### src/rtl/wf_pkg.sv
// Shared constants and flush-state encoding for the waveform scan controller.
package wf_pkg;

  localparam logic [3:0] WF_ADDR_PIXEL   = 4'h0;
  localparam logic [3:0] WF_ADDR_SPI     = 4'h1;
  localparam logic [3:0] WF_ADDR_DCPRESC = 4'h2;
  localparam logic [3:0] WF_ADDR_SEL     = 4'h8;

  localparam int WF_IDLE_BIT = 0;

  // Two cycles of blind wait cover the peripheral's delay before status drops.
  localparam logic [1:0] WF_GUARD_INIT = 2'd2;

  typedef enum logic [2:0] {
    ST_IDLE,
    ST_SEL_ISSUE,
    ST_SEL_WAIT,
    ST_PIX_ISSUE,
    ST_PIX_WAIT,
    ST_NEXT
  } wf_flush_state_t;

endpackage

### src/rtl/wf_sample_capture.sv
// Sample-rate divider plus per-channel 8-bit shift registers; flags each completed byte.
module wf_sample_capture
  import wf_pkg::*;
#(
  parameter int NCH   = 8,
  parameter int DIV_W = 16
) (
  input  logic             clk,
  input  logic             rst_n,
  input  logic [NCH-1:0]   ch_in,
  input  logic             cfg_en,
  input  logic [DIV_W-1:0] cfg_div,
  output logic             byte_done,
  output logic [7:0]       bytes [NCH]
);

  logic [DIV_W-1:0] r_div_cnt;
  logic [2:0]       r_smp_cnt;
  logic             w_tick;

  assign w_tick    = cfg_en && (r_div_cnt == '0);
  assign byte_done = w_tick && (r_smp_cnt == 3'd7);

  always_ff @(posedge clk or negedge rst_n) begin
    if (!rst_n) begin
      r_div_cnt <= '0;
      r_smp_cnt <= '0;
    end else if (!cfg_en) begin
      r_div_cnt <= cfg_div;
      r_smp_cnt <= '0;
    end else if (w_tick) begin
      r_div_cnt <= cfg_div;
      r_smp_cnt <= r_smp_cnt + 3'd1;
    end else begin
      r_div_cnt <= r_div_cnt - DIV_W'(1);
    end
  end

  // bytes[] shows the post-shift value so the hold buffer can take it on the completing tick.
  for (genvar gi = 0; gi < NCH; gi++) begin : g_ch
    logic [7:0] r_sreg;

    always_ff @(posedge clk or negedge rst_n) begin
      if (!rst_n) begin
        r_sreg <= '0;
      end else if (w_tick) begin
        r_sreg <= {r_sreg[6:0], ch_in[gi]};
      end
    end

    assign bytes[gi] = {r_sreg[6:0], ch_in[gi]};
  end

endmodule

### src/rtl/wf_scan_ctrl.sv
// Scan controller: captures channel bytes, buffers one set, and flushes it to the
// waveform peripheral as track-select / pixel-write command pairs.
module wf_scan_ctrl
  import wf_pkg::*;
#(
  parameter int NCH   = 8,
  parameter int DIV_W = 16
) (
  input  logic             clk,
  input  logic             rst_n,
  input  logic [NCH-1:0]   ch_in,
  input  logic             cfg_en,
  input  logic [DIV_W-1:0] cfg_div,
  input  logic [NCH-1:0]   cfg_mask,
  output logic [3:0]       wf_address,
  output logic             wf_write,
  output logic [7:0]       wf_data,
  input  logic [7:0]       wf_status,
  output logic             busy,
  output logic             overrun
);

  localparam int TW = (NCH > 1) ? $clog2(NCH) : 1;

  // Returns {found, index} of the lowest set mask bit at or above lo.
  function automatic logic [TW:0] first_set(input logic [NCH-1:0] mask, input int lo);
    logic [TW:0] res;
    res = '0;
    for (int i = NCH - 1; i >= 0; i--) begin
      if (mask[i] && (i >= lo)) begin
        res = {1'b1, TW'(i)};
      end
    end
    return res;
  endfunction

  wf_flush_state_t r_state, w_state_next;
  logic [TW-1:0]   r_trk, w_trk_next;
  logic [NCH-1:0]  r_mask, w_mask_next;
  logic [1:0]      r_guard, w_guard_next;
  logic            r_wf_write, w_wr_next;
  logic [3:0]      r_wf_address, w_addr_next;
  logic [7:0]      r_wf_data, w_data_next;
  logic            r_hold_valid;
  logic            r_overrun;
  logic            r_en_d;
  logic [7:0]      r_hold [NCH];

  logic            w_flush_done;
  logic [TW:0]     w_find;
  logic            w_byte_done;
  logic [7:0]      w_bytes [NCH];
  logic            w_accept;
  logic            w_periph_idle;
  logic            w_unused_status;

  assign w_periph_idle   = wf_status[WF_IDLE_BIT];
  assign w_unused_status = ^wf_status[7:1];

  wf_sample_capture #(
    .NCH   (NCH),
    .DIV_W (DIV_W)
  ) u_capture (
    .clk       (clk),
    .rst_n     (rst_n),
    .ch_in     (ch_in),
    .cfg_en    (cfg_en),
    .cfg_div   (cfg_div),
    .byte_done (w_byte_done),
    .bytes     (w_bytes)
  );

  // Write strobe and its address/data are computed one state ahead so wf_write is a flop.
  always_comb begin
    w_state_next = r_state;
    w_trk_next   = r_trk;
    w_mask_next  = r_mask;
    w_guard_next = r_guard;
    w_wr_next    = 1'b0;
    w_addr_next  = r_wf_address;
    w_data_next  = r_wf_data;
    w_flush_done = 1'b0;
    w_find       = '0;

    case (r_state)
      ST_IDLE: begin
        if (r_hold_valid) begin
          w_find      = first_set(cfg_mask, 0);
          w_mask_next = cfg_mask;
          if (w_find[TW]) begin
            w_trk_next   = w_find[TW-1:0];
            w_state_next = ST_SEL_ISSUE;
            w_wr_next    = 1'b1;
            w_addr_next  = WF_ADDR_SEL;
            w_data_next  = 8'(w_find[TW-1:0]);
          end else begin
            w_flush_done = 1'b1;
          end
        end
      end
      ST_SEL_ISSUE: begin
        w_guard_next = WF_GUARD_INIT;
        w_state_next = ST_SEL_WAIT;
      end
      ST_SEL_WAIT: begin
        if (r_guard != 2'd0) begin
          w_guard_next = r_guard - 2'd1;
        end else if (w_periph_idle) begin
          w_state_next = ST_PIX_ISSUE;
          w_wr_next    = 1'b1;
          w_addr_next  = WF_ADDR_PIXEL;
          w_data_next  = r_hold[r_trk];
        end
      end
      ST_PIX_ISSUE: begin
        w_guard_next = WF_GUARD_INIT;
        w_state_next = ST_PIX_WAIT;
      end
      ST_PIX_WAIT: begin
        if (r_guard != 2'd0) begin
          w_guard_next = r_guard - 2'd1;
        end else if (w_periph_idle) begin
          w_state_next = ST_NEXT;
        end
      end
      ST_NEXT: begin
        w_find = first_set(r_mask, int'(r_trk) + 1);
        if (w_find[TW]) begin
          w_trk_next   = w_find[TW-1:0];
          w_state_next = ST_SEL_ISSUE;
          w_wr_next    = 1'b1;
          w_addr_next  = WF_ADDR_SEL;
          w_data_next  = 8'(w_find[TW-1:0]);
        end else begin
          w_state_next = ST_IDLE;
          w_flush_done = 1'b1;
        end
      end
      default: w_state_next = ST_IDLE;
    endcase
  end

  // A finishing flush frees the hold buffer in the same cycle a new set may arrive.
  assign w_accept = w_byte_done && (!r_hold_valid || w_flush_done);

  always_ff @(posedge clk or negedge rst_n) begin
    if (!rst_n) begin
      r_state      <= ST_IDLE;
      r_trk        <= '0;
      r_mask       <= '0;
      r_guard      <= '0;
      r_wf_write   <= 1'b0;
      r_wf_address <= '0;
      r_wf_data    <= '0;
      r_hold_valid <= 1'b0;
      r_overrun    <= 1'b0;
      r_en_d       <= 1'b0;
    end else begin
      r_state      <= w_state_next;
      r_trk        <= w_trk_next;
      r_mask       <= w_mask_next;
      r_guard      <= w_guard_next;
      r_wf_write   <= w_wr_next;
      r_wf_address <= w_addr_next;
      r_wf_data    <= w_data_next;
      r_en_d       <= cfg_en;

      if (w_accept) begin
        r_hold_valid <= 1'b1;
      end else if (w_flush_done) begin
        r_hold_valid <= 1'b0;
      end

      if (cfg_en && !r_en_d) begin
        r_overrun <= 1'b0;
      end else if (w_byte_done && !w_accept) begin
        r_overrun <= 1'b1;
      end
    end
  end

  always_ff @(posedge clk) begin
    if (w_accept) begin
      for (int i = 0; i < NCH; i++) begin
        r_hold[i] <= w_bytes[i];
      end
    end
  end

  assign wf_address = r_wf_address;
  assign wf_write   = r_wf_write;
  assign wf_data    = r_wf_data;
  assign busy       = (r_state != ST_IDLE) || r_hold_valid;
  assign overrun    = r_overrun;

endmodule

### config.mk
export PLATFORM = sky130hd
export DESIGN_NAME = wf_scan_ctrl
export DESIGN_NICKNAME = d
export VERILOG_FILES = /design/src/rtl/wf_pkg.sv /design/src/rtl/wf_sample_capture.sv /design/src/rtl/wf_scan_ctrl.sv
export SDC_FILE = /design/constraint.sdc
export NUM_CORES = 1
export LEC_CHECK = 0
export CORE_UTILIZATION = 40
export CTS_BUF_LIST = sky130_fd_sc_hd__clkbuf_4 sky130_fd_sc_hd__clkbuf_8
export CTS_CLUSTER_SIZE = 28
export DETAILED_ROUTE_END_ITERATION = 7
export GPL_ROUTABILITY_DRIVEN = 1
export GPL_TIMING_DRIVEN = 0
export REMOVE_ABC_BUFFERS = 1
export SLEW_MARGIN = 20
export SYNTH_ARGS = -nofsm -noshare
export SYNTH_HDL_FRONTEND = slang
export SYNTH_HIERARCHICAL = 1
export SYNTH_SLANG_ARGS = --single-unit
### constraint.sdc
create_clock -name clk -period 12.05 [get_ports clk]
set_input_delay 1.205 -clock clk [delete_from_list [all_inputs] [get_ports clk]]
set_output_delay 1.205 -clock clk [all_outputs]
set_load 0.01 [all_outputs]
==> run_results.csv, run 1 <==
group,metric,value,unit
placement,place_congestion,0.8761,
timing,slew_viol_final,0,
floorplanning,fp.dieArea,19470,um^2
timing,tightest_slew,1072,ps
synth,syn-cell-area,7566,um^2
synth,yosysWarnings,6,
critical_path,cp_num_buf_inv,1,
synth,synth-seq-cells,168,
timing,setup_tns,0,ps
synth,ys.flop_type,"dfrtp_1",
synth,yosysTopAreaCell,"dfrtp_1",
final_layout,post-route-cell-area,8561,um^2
final_layout,drive_gt1_share,26.70,%
detailed_routing,vias,4181,
clock_network,cts_tree,"done",
floorplanning,rows,49,
grt,grt_pass1_vias,4483,
floorplanning,die_width,139.5,um
grt,gr-total-overflow,0,
pwr,powerDensity,170.3,nW/um^2
placement,dp_hpwl,9.024,mm
timing,period_needed,3654,ps
job,drv_cap,0,
detailed_routing,post-route-drc-count,0,
synth,syn_avg_cell_area,15.01,um^2
clock_network,cts_buffers,17,
detailed_routing,antenna_left,0,
critical_path,slowest_delay,860,ps
clock_network,clk_pin_slew,80,ps
detailed_routing,wirelength,13.54,mm
clock_network,postCtsHoldBufs,0,
worst_hold_path,hold_path.class,"register to register",
synth,synth.area.top_cells,"dfrtp_1 (34%), edfxtp_1 (25%), mux2_2 (6.7%)",
grt,grt_max_degree,70,
grt,grt_antenna_before_repair,0,
placement,post_dp_cell_area,8190,um^2
final_layout,num_antenna_cells,0,
clock_network,cts_max_level,4,
detailed_routing,viasPerCell,5.313,
timing,finalCritPeriodShare,30.32,%
synth,synthArstFlopShare,61.90,%
critical_path,crit_chain,"ha_1 -> or3b_4 -> o211a_4 -> nor3_4 -> nand3_1 -> o211ai_1 -> and3_4 -> buf_12",
pwr,power.leakage,3.707,nW
critical_path,start_kind,"register",
clock_network,cts_resized,0,
placement,placement.io_buffers,47,
critical_path,crit_arrival,3790,ps
timing,max_freq,273.7,MHz
final_layout,fin_cells,787,
critical_path,crit_path_max_fanout,36,
placement,placed_cells,755,
synth,yosysSeqAreaShare,59.80,%
synth,synthCells,504,
timing,fin_skew,10.46,ps
floorplanning,core_area,18270,um^2
floorplanning,die_y,139.5,um
clock_network,clockBufferDepth,2,
grt,grt_pass1_wl,22.70,mm
critical_path,slowest_stage,"dfrtp_2",
timing,max_slew_margin,28.32,%
final_layout,final_util,46.86,%
clock_network,cts-root-buf,"clkbuf_8",
timing,setup_violations,0,
outcome,status,"finished clean",
synth,yosysTopAreaCellShare,34.40,%
timing,hold_violations,0,
timing,rsz0062_at_grt,"no",
critical_path,crit_type,"register to register",
synth,yosysUniqueCellTypes,72,
pwr,ir_drop,0.00009689,V
grt,grtUsageTotal,15.11,%
final_layout,synthToLayoutAreaGrowth,13.15,%
critical_path,critPathCaptureType,"register",
detailed_routing,dr.pass1.iters,5,
floorplanning,start_util,41.41,%
clock_network,cts.sinks,168,
final_layout,finalNetCount,595,
detailed_routing,drt_iter0_drc,299,
critical_path,crit_required,12190,ps
clock_network,post_cts_buffers,0,
detailed_routing,wl_per_cell,17.20,um
clock_network,worstSkewPairLatency,440,ps
floorplanning,io_pins,58,
synth,synth-edff-count,64,
critical_path,crit_family,"simple AND/OR/NAND/NOR gates",
-- metal layers --
metal / track usage (%) / part of all wire [%] / vias to the layer above
li1: - / - / 1969
met1: 19.68 / 46 / 2110
met2: 24.23 / 48 / 83
met3: 3.716 / 4.0 / 19
met4: 6.246 / 1.7 / 0
met5: 0 / 0 / -
-- kinds of logic after synthesis --
kind of cell,synth area share (%)
xor+xnor,1.621
mux,19.32
other cells,0.04956
simple gates,7.756
buf+inv,3.919
flops,59.80
fa+ha+maj,1.158
compound gates,6.384
-- synth_stat cells (10+ instances only) --
master	count
dfrtp_1	104
edfxtp_1	64
mux2_2	45
mux2_4	32
nor2_1	21
inv_1	18
mux4_2	16
nand2_1	15
a21oi_1	14
nand3_1	13
buf_4	12
o21ai_0	10
-- registers in the layout (all words and copies together) (netlist names) --
register               cells
overrun                    1
r_en_d                     1
r_guard                    2
r_hold                    64
r_hold_valid               1
r_mask                     8
r_state                    3
r_trk                      3
u_capture/g_ch.r_sreg     56
u_capture/r_div_cnt       16
u_capture/r_smp_cnt        3
wf_address                 1
wf_data                    8
wf_write                   1
-- per-stage QoR --
step / setup WS, ps / total power [mW] / hold WS (ps)
global placement: 5334 / 1.081 / 430.2
finish: 8396 / 1.458 / 449.4
floorplan: 7302 / 0.9698 / 419.4
global route: 8130 / 1.542 / 469.9
detailed placement: 8051 / 1.097 / 436.2
CTS: 8037 / 1.476 / 453.6
-- layout by cell type (no fill, tap or decap), types with 9 or more instances in the layout --
cell,count
nand2_1,15
inv_1,18
clkbuf_8,19
nand3_1,13
dfrtp_1,102
xnor2_1,9
clkdlybuf4s50_1,46
nor2_1,21
mux2_2,45
edfxtp_1,64
o21ai_0,10
mux4_2,16
mux2_4,32
a21oi_1,14
-- power breakdown --
| part | total [mW] | leakage, nW | switching [mW] | internal [mW] |
|---|---|---|---|---|
| registers | 0.723 | 2.09 | 0.0885 | 0.635 |
| clock network | 0.375 | 0.199 | 0.184 | 0.191 |
| logic | 0.359 | 1.42 | 0.179 | 0.180 |
-- path summary, 6_finish.rpt --
path,startpoint,to,slack (ps),cells past startpoint
worst max-delay path,r_trk[0],r_hold[5][1],8400,8
worst min-delay path,u_capture/g_ch[6].r_sreg[6],r_hold[6][7],450,0
worst max register to register,r_trk[0],r_hold[5][1],8400,8
worst min register to register,u_capture/g_ch[6].r_sreg[6],r_hold[6][7],450,0
max in group asynchronous,rst_n,r_trk[1],10720,2
min in group asynchronous,rst_n,u_capture/g_ch[7].r_sreg[1],660,1
-- final cells by class --
type | instances | area (um^2)
Inverter | 19 | 73.82
Multi-Input combinational cell | 289 | 2765
Clock buffer | 27 | 321.6
Tap cell | 229 | 286.5
Timing Repair Buffer | 50 | 539.3
Sequential cell | 168 | 4527
Clock inverter | 5 | 47.55
Fill cell | 1586 | 9709
Power figures use the tool's default switching activity.
==> inputs of run 2 (changes only) <==
==> constraint.sdc (replaced) <==
create_clock -name clk -period 3.2 [get_ports clk]
set_input_delay 0.32 -clock clk [delete_from_list [all_inputs] [get_ports clk]]
set_output_delay 0.32 -clock clk [all_outputs]
set_load 0.01 [all_outputs]
==> run_results.csv, run 2 (synthesized netlist as in run 1, its figures left out) <==
group,metric,value,unit
detailed_routing,viasPerCell,5.394,
clock_network,cts_max_level,4,
floorplanning,start_util,41.41,%
timing,rsz0062_at_grt,"no",
detailed_routing,wirelength,14.45,mm
grt,grt_antenna_before_repair,0,
floorplanning,die_y,139.5,um
timing,max_freq,337.9,MHz
timing,worst_slack,240.8,ps
critical_path,cp_num_buf_inv,1,
timing,max_slew_margin,26.22,%
critical_path,crit_chain,"ha_2 -> or3b_4 -> o211a_4 -> nor3_4 -> nand3_1 -> o211ai_1 -> buf_4 -> and3_4",
timing,fin_skew,11.37,ps
grt,grt_max_degree,70,
critical_path,crit_path_max_fanout,14,
detailed_routing,post-route-drc-count,0,
final_layout,largest_register,"r_hold",
detailed_routing,drt_iter0_drc,277,
placement,place_congestion,0.8761,
clock_network,cts_buffers,17,
detailed_routing,dr.pass1.iters,6,
pwr,powerDensity,642.3,nW/um^2
critical_path,reg2regPathDepth,8,
final_layout,num_antenna_cells,0,
floorplanning,core_area,18270,um^2
detailed_routing,wl_per_cell,18.15,um
critical_path,start_kind,"register",
timing,finalCritPeriodShare,92.48,%
outcome,status,"finished clean",
pwr,power.total,5.579,mW
placement,dp_hpwl,9.024,mm
pwr,switching_share,31.41,%
timing,hold_violations,0,
timing,tightest_slew,1104,ps
clock_network,cts-root-buf,"clkbuf_8",
grt,gr-total-overflow,0,
clock_network,worstSkewPairLatency,450,ps
floorplanning,fp.dieArea,19470,um^2
pwr,comb_power_share,26.4,%
pwr,power.leakage,3.754,nW
final_layout,mostFrequentLayoutCells,"dfrtp_1 (102), edfxtp_1 (64), clkdlybuf4s50_1 (46), mux2_2 (45), mux2_4 (32)",
clock_network,clockBufferDepth,2,
worst_hold_path,hold_path.class,"input port to async pin",
floorplanning,rows,49,
timing,period_needed,2959,ps
critical_path,crit_required,3340,ps
critical_path,slowest_stage,"dfrtp_4",
pwr,p_int,3.827,mW
pwr,p_seq_share,48.1,%
critical_path,crit_type,"register to register",
timing,setup_violations,0,
final_layout,drive_gt1_share,28.22,%
floorplanning,io_pins,58,
pwr,clkPwrFrac,25.5,%
timing,slew_viol_final,0,
job,drv_cap,0,
detailed_routing,antenna_left,0,
floorplanning,die_width,139.5,um
clock_network,clk_pin_slew,80,ps
final_layout,fillers,1585,
final_layout,largestRegisters,"r_hold: 64 flops, u_capture/g_ch.r_sreg: 56 flops, u_capture/r_div_cnt: 16 flops",
pwr,switchingPower,1.752,mW
critical_path,crit_arrival,3100,ps
grt,grtUsageTotal,15.93,%
pwr,ir_drop,0.0003659,V
placement,placement.io_buffers,47,
grt,grt_pass1_vias,4524,
detailed_routing,vias,4294,
critical_path,path_depth,8,
final_layout,synthToLayoutAreaGrowth,14.80,%
critical_path,critPathCaptureType,"register",
final_layout,finalNetCount,604,
final_layout,largest_reg_flops,64,
grt,grt_pass1_wl,23.67,mm
critical_path,slowest_delay,580,ps
final_layout,final_common_cell,"dfrtp_1",
clock_network,cts.sinks,168,
critical_path,crit_family,"simple AND/OR/NAND/NOR gates",
placement,pre_cts_ws,-795.1,ps
clock_network,cts_tree,"done",
run 2: what timing repair did:
item                       4_1_cts  5_1_grt
setup endpoints to repair       74       50
hold buffers                     1        0
pin swaps                        3        2
hold endpoints to repair        35        0
setup buffers                    3        3
gates resized for setup          7        2
gates cloned                     2        0
run 2: path summary, 6_finish.rpt:
| check | slack (ps) | end | start |
|---|---|---|---|
| setup / recovery | 240 | r_hold[3][5] | r_trk[0] |
| max in group asynchronous | 2180 | r_trk[1] | rst_n |
| hold reg to reg | 450 | r_hold[6][7] | u_capture/g_ch[6].r_sreg[6] |
| hold / removal | 340 | u_capture/g_ch[7].r_sreg[1] | rst_n |
| min in group clk | 420 | u_capture/r_div_cnt[7] | cfg_div[7] |
| setup reg to reg | 240 | r_hold[3][5] | r_trk[0] |
run 2: area by class of cell:
type	instances	area, um^2	area share [%]
clock buffers	27	321.6	3.702
multi-input cells	291	2815	32.41
flip-flops and latches	168	4532	52.18
clock inverters	5	47.55	0.5474
well taps	229	286.5	3.299
repair buffers	57	609.3	7.015
inverters	19	73.82	0.8499
run 2: per-stage QoR:
stage          TNS (ps)  util, %  instance area [um^2]  cells  hold WS (ps)
5_1_grt               0    47.54                  8686    796         349.7
6_report              0    47.54                  8686    796         338.3
2_1_floorplan    -99090        -                  7351    476         24.41
4_1_cts               0    47.38                  8657    793         327.7
3_3_place_gp    -465020    44.38                  8108    752         430.2
3_5_place_dp     -46300    44.83                  8190    755         250.5
run 2: power by group through the flow:
stage	Sequential (mW)	Combinational, mW	Clock, mW
after detailed placement	2.78	1.35	0
after global routing	2.72	1.60	1.56
after CTS	2.68	1.48	1.46
after global placement	2.77	1.31	0
after floorplan	2.68	0.967	0
final	2.68	1.47	1.42
run 2: per-layer routing:
| layer | vias up | GRT usage [%] | wire, um |
|---|---|---|---|
| met5 | - | 0 | 0 |
| met4 | 0 | 6.131 | 198 |
| met3 | 18 | 3.716 | 510 |
| met2 | 95 | 25.81 | 7080 |
| met1 | 2190 | 20.83 | 6660 |
| li1 | 1991 | - | - |
run 2: worst register-to-register path, delay by kind of cell (launching register included):
| family | cells | cell delay, ps |
|---|---|---|
| AO/OA/AOI/OAI | 2 | 420 |
| adder cells (fa/ha/maj) | 1 | 310 |
| buffers and inverters | 1 | 170 |
| flip-flops | 1 | 580 |
| AND/OR/NAND/NOR | 4 | 1170 |
